### src/rtl/mu0_ctrl.sv
// MU0 fetch/execute control FSM with memory-ready stall handshake.
// Optional retired-instruction counter enabled by MU0_CTRL_ICOUNT_EN.
module mu0_ctrl (
  input  logic       Clk,
  input  logic       Reset,
  input  logic [3:0] F,
  input  logic       Z,
  input  logic       N,
  input  logic       Mem_rdy,
  output logic       X_sel,
  output logic       Y_sel,
  output logic       Addr_sel,
  output logic [1:0] ALU_fs,
  output logic       PC_En,
  output logic       IR_En,
  output logic       Acc_En,
  output logic       MEM_rd,
  output logic       MEM_wr,
  output logic       Halted
`ifdef MU0_CTRL_ICOUNT_EN
  ,
  output logic [15:0] Icount
`endif
);

  typedef enum logic [1:0] {
    FETCH   = 2'b00,
    EXEC    = 2'b01,
    HALT    = 2'b10,
    ILLEGAL = 2'b11
  } state_t;

  state_t state, nxt;

  always_ff @(posedge Clk) begin
    if (Reset) state <= FETCH;
    else       state <= nxt;
  end

  always_comb begin
    nxt      = state;
    X_sel    = 1'b0;
    Y_sel    = 1'b0;
    Addr_sel = 1'b0;
    ALU_fs   = 2'b00;
    PC_En    = 1'b0;
    IR_En    = 1'b0;
    Acc_En   = 1'b0;
    MEM_rd   = 1'b0;
    MEM_wr   = 1'b0;
    Halted   = 1'b0;
    case (state)
      FETCH: begin
        Addr_sel = 1'b0;
        MEM_rd   = 1'b1;
        X_sel    = 1'b1;
        ALU_fs   = 2'b10;
        IR_En    = Mem_rdy;
        PC_En    = Mem_rdy;
        if (Mem_rdy) nxt = EXEC;
      end
      EXEC: begin
        nxt = FETCH;
        case (F)
          4'h0: begin
            Addr_sel = 1'b1;
            MEM_rd   = 1'b1;
            ALU_fs   = 2'b00;
            Acc_En   = Mem_rdy;
          end
          4'h1: begin
            Addr_sel = 1'b1;
            MEM_wr   = 1'b1;
          end
          4'h2, 4'h3: begin
            Addr_sel = 1'b1;
            MEM_rd   = 1'b1;
            ALU_fs   = (F == 4'h2) ? 2'b01 : 2'b11;
            Acc_En   = Mem_rdy;
          end
          4'h4, 4'h5, 4'h6: begin
            Y_sel  = 1'b1;
            ALU_fs = 2'b00;
            PC_En  = (F == 4'h4) ? 1'b1 :
                     (F == 4'h5) ? ~N : ~Z;
          end
          4'h7: nxt = HALT;
          default: ;
        endcase
        // memory ops hold the access until memory answers
        if (F < 4'h4 && !Mem_rdy) nxt = EXEC;
      end
      HALT: Halted = 1'b1;
      default: nxt = FETCH;
    endcase
    if (Reset) begin
      X_sel    = 1'b0;
      Y_sel    = 1'b0;
      Addr_sel = 1'b0;
      ALU_fs   = 2'b00;
      PC_En    = 1'b0;
      IR_En    = 1'b0;
      Acc_En   = 1'b0;
      MEM_rd   = 1'b0;
      MEM_wr   = 1'b0;
      Halted   = 1'b0;
    end
  end

`ifdef MU0_CTRL_ICOUNT_EN
  logic retire;
  assign retire = (state == EXEC) && (nxt != EXEC);

  always_ff @(posedge Clk) begin
    if (Reset)       Icount <= 16'h0000;
    else if (retire) Icount <= Icount + 16'h0001;
  end
`endif

endmodule

### config.mk
export PLATFORM = sky130hd
export DESIGN_NAME = mu0_ctrl
export DESIGN_NICKNAME = d
export VERILOG_FILES = /design/src/rtl/mu0_ctrl.sv
export SDC_FILE = /design/constraint.sdc
export NUM_CORES = 1
export LEC_CHECK = 0
export ABC_AREA = 1
export CORE_AREA = 3 3 40 42
export CTS_CLUSTER_DIAMETER = 150
export DETAILED_ROUTE_END_ITERATION = 10
export DIE_AREA = 0 0 43 45
export RECOVER_POWER = 50
export SETUP_SLACK_MARGIN = 0.1
export SYNTH_ARGS = -nofsm -noshare
export SYNTH_HDL_FRONTEND = slang
export SYNTH_SLANG_ARGS = --single-unit
### constraint.sdc
create_clock -name Clk -period 1.7 [get_ports Clk]
set_clock_uncertainty 0.2 [all_clocks]
set_input_delay 0.17 -clock Clk [delete_from_list [all_inputs] [get_ports Clk]]
set_output_delay 0.17 -clock Clk [all_outputs]
set_load 0.005 [all_outputs]
After elaboration in Yosys (flattened, before gate mapping)
Index checks and enable logic that the tools add are counted.
{"block": "word_totals", "register_bits": 2, "in_bits": 9, "out_inout_bits": 11, "elab_cells": 58}
{"block": "classes", "order_cmp": 1, "eq_ne": 10, "mux": 34, "bitwise_logic": 3, "n_reduce_logical": 9}
{"operator": "1-bit two-way mux", "count": 24}
{"operator": "4-bit by 3-bit equality test with 1-bit output, second input constant", "count": 4}
{"operator": "2-bit two-way mux", "count": 6}
{"operator": "4-bit by 2-bit equality test with 1-bit output, second input constant", "count": 2}
{"operator": "2-bit case mux with 3 select lines", "count": 1}
{"operator": "3-bit OR reduction", "count": 2}
{"operator": "4-bit by 1-bit equality test with 1-bit output, second input constant", "count": 1}
{"operator": "4-bit zero test", "count": 1}
{"operator": "4-bit by 3-bit less-than comparator with 1-bit output, second input constant", "count": 1}
{"operator": "1-bit case mux with 2 select lines", "count": 2}
{"operator": "2-bit case mux with 2 select lines", "count": 1}
{"operator": "4-bit OR reduction", "count": 1}
{"operator": "1-bit inverter", "count": 3}
{"operator": "2-bit by 1-bit equality test with 1-bit output, second input constant", "count": 1}
{"operator": "2-bit equality test, second input constant", "count": 1}
{"operator": "2-bit zero test", "count": 1}
{"operator": "2-bit != test, second input constant", "count": 1}
{"operator": "2-bit AND reduction", "count": 1}
{"operator": "2-bit OR reduction", "count": 1}
{"operator": "1-bit logical AND", "count": 1}
{"operator": "1-bit zero test", "count": 1}

Logic depth before layout (Yosys ltp)
{"block": "depth", "word_depth": 6, "ltp_mapped": 7, "depth_no_buf": 7}

Worst setup path after synthesis
No wires, ideal clock.
{"block": "synth_path", "path_type": "flip-flop to output port", "start": "register state[1]", "end": "output port ALU_fs[0]", "t_arrival_ps": 873, "required_time_ps": 1330, "setup_slack_ps": 457, "path_stages_with_launch": 5, "n_path_buf": 0, "path_cell_list": "dfxtp_1 -> or2_4 -> nor2_4 -> nand2_4 -> nor2_2"}
{"block": "synth_via", "elab_chain_cells": 3, "elab_cells_between_ends": 4, "classes_between": "1 x eq/ne; 2 x mux; 1 x reduce/logical"}
{"element": "from (decl)", "line_no": "33", "text": "state_t state, nxt;"}
{"element": "from (signal assigned)", "line_no": "37", "text": "else state <= nxt;"}
{"element": "2-bit by 1-bit equality test with 1-bit output or 2-bit zero test (tied branches)", "line_no": "52", "text": "case (state)"}
{"element": "2-bit case mux with 2 select lines (*)", "line_no": "52"}
{"element": "2-bit two-way mux (*)", "line_no": "96", "text": "if (Reset) begin"}
{"element": "to (decl)", "line_no": "13", "text": "output logic [1:0] ALU_fs,"}
Every way passes the cells marked *; elsewhere a longest branch is shown, timed or not.

Worst setup path in the final report
Ends and elaborated chain as after synthesis.

==> impl_metrics.yaml <==
clock_network:
  htree_num_levels: 1
  tritoncts: "built"
  cts.sink_count: 2
  clock_latency_ns: 0.23
  ctsRootBufferMaster: "clkbuf_4"
  cts_max_path_buffers: 2
  clk_pin_slew_ns: 0.03
  cts.hold.buffers_added: 0
  cts_made_buffers: 3
floorplanning:
  start_util_pct: 20.5
  core_um2: 1280
  die_area_um2: 1940
  ios: 20
  die_w_um: 43
  row_count: 13
  die_height_um: 45
job:
  maxCapViolations: 0
timing:
  drv_slew: 0
  final_hold_viol_count: 0
  grt_setup_unrepaired: "yes"
  layout_min_cycle_time_ns: 1.63
  setup_ws_ns: 0.0670
  setup_viol_count_final: 0
  finalCritPeriodShare_pct: 96.1
  max_slew_margin_pct: 86.1
  tightest_slew_ns: 0.209
  clock.fmax_mhz: 612
detailed_routing:
  drt-total-wl_um: 867
  drt_iter0_drc: 4
  drt_drc_violations_left: 0
  routed-via-count: 391
  firstDrtPassIters: 4
  detailed_route_wire_length_per_cell_um: 9.13
  via_per_inst: 4.12
  route.antenna.remaining_nets: 0
finish:
  most-common-layout-cells: "buf_4, nand2_1, buf_2, nor2_4"
  drive_above_1_share_pct: 51.2
  stdcell_area_um2: 581
  area_growth_syn_to_layout_pct: 120
  nNetsFinal: 91
  leading_cell_type_in_the_layout_fill_and_taps_excluded: "buf_4"
  largest_registers: "state (2)"
  largest_reg_flops: 2
  top_reg_by_flops: "state"
  antenna_cells: 0
logic_synthesis:
  yosys_warnings: 0
  synthDominantCellAreaShare_pct: 15.6
  synth.ff_latch_count: 2
  syn-cell-area_um2: 264
  mappedNetlistNets: 54
  yosys.area.top_type: "nand2_1"
  netlist_top_cells_area: "nand2_1, dfxtp_1, nor2_4, nor2_1, a21oi_1"
  yosys.cell_types.count: 14
  syn_inst: 45
  synthesis.area_per_instance_um2: 5.87
  seq_area_frac_synth_pct: 15.2
placement:
  place_ws_ns: -0.325
  place_area_um2: 526
  buffer_ports.inserted: 19
  place_congestion: 0.682
  dp.final_hpwl_um: 626
setup_path:
  crit_required_ns: 1.33
  r2r_setup_slack_ns: 0.26
  endpoint_kind_of_the_worst_setup_timing_path: "primary output"
  worst-path-max-fanout: 3
  arrival_ns: 1.26
  criticalPathCategory: "reg -> out"
  startpoint_type: "flip-flop"
global_route:
  grt_max_degree: 7
  initial_antenna_violation_count: 0
  groute.usage.overall_pct: 9.97
  grt_pass1_wl_um: 1460
  grt_pass1_vias: 369
  grt_overflow: 0
hold_path:
  hold_path_class: "in -> reg"
pwr:
  vdd_drop_max_mv: 0.218
  p_leak_nw: 0.321
  power-per-cell-area_nw_per_um2: 439
outcome:
  run_status: "finished, final reports clean"
-- kinds of logic (layout without fill, tap and decap cells) --
| kind of cell | after synthesis | after routing | share of synthesized area, % |
|---|---|---|---|
| compound gates | 5 | 5 | 12.3 |
| simple gates | 30 | 30 | 61.1 |
| buf+inv | 8 | 43 | 11.4 |
| flops | 2 | 2 | 15.2 |
-- repair_timing --
action                                  4_1_cts  5_1_grt
resized for setup                            44        8
endpoints found under the setup margin       11        8
buffers inserted                              5        1
pin swaps                                     3        3
-- critical path, cell delays in order (launching register included) --
cell and delay (ns):
dfxtp_4 0.33, or2_4 0.25, nor2_4 0.11, nand2_4 0.05
buf_6 0.13, nor2_4 0.06, buf_2 0.11
-- per-layer routing --
metal / track usage (%) / share of wire (%)
met5: 0 / 0
met4: 3.61 / 0
met3: 4.38 / 8.0
met2: 16.2 / 47
met1: 11.7 / 45
-- path summary, 6_finish.rpt --
path,from,endpoint,cells past startpoint
worst max-delay path,state[1]$_SDFFE_PP0P_,ALU_fs[0],6
worst min-delay path,F[2],state[1]$_SDFFE_PP0P_,5
worst max register to register,state[1]$_SDFFE_PP0P_,state[0]$_SDFFE_PP0P_,7
worst min register to register,state[0]$_SDFFE_PP0P_,state[1]$_SDFFE_PP0P_,3
-- report_power, final --
| group | switching (mW) | leakage, nW | internal, mW | total, mW |
|---|---|---|---|---|
| registers | 0.00126 | 0.0172 | 0.0478 | 0.0491 |
| clock network | 0.0284 | 0.0138 | 0.0780 | 0.106 |
| logic | 0.0463 | 0.290 | 0.0531 | 0.0994 |
-- final cells by class --
cell class | count | area [um^2]
Timing Repair Buffer | 32 | 249
Tap cell | 15 | 18.8
Clock buffer | 3 | 22.5
Multi-Input combinational cell | 35 | 216
Inverter | 8 | 30.0
Sequential cell | 2 | 43.8
Fill cell | 151 | 704
-- Yosys cell counts (all sizes together) --
library cell  count
inv               8
nor2             13
nand3             2
or2               1
nor3              1
a21oi             4
o22ai             1
dfxtp             2
nand2            13
-- stage by stage --
stage / total power [mW] / cells / TNS, ns / util [%] / hold WS, ns
final: 0.255 / 95 / 0 / 45.2 / 0.168
after floorplan: 0.0891 / 45 / 0 / - / 0.0391
after detailed placement: 0.149 / 86 / -2.51 / 40.9 / 0.361
after CTS: 0.261 / 94 / 0 / 43.7 / 0.181
after global placement: 0.148 / 86 / -2.49 / 40.9 / 0.356
after global routing: 0.276 / 95 / 0 / 45.2 / 0.195
Power figures use the tool's default switching activity.
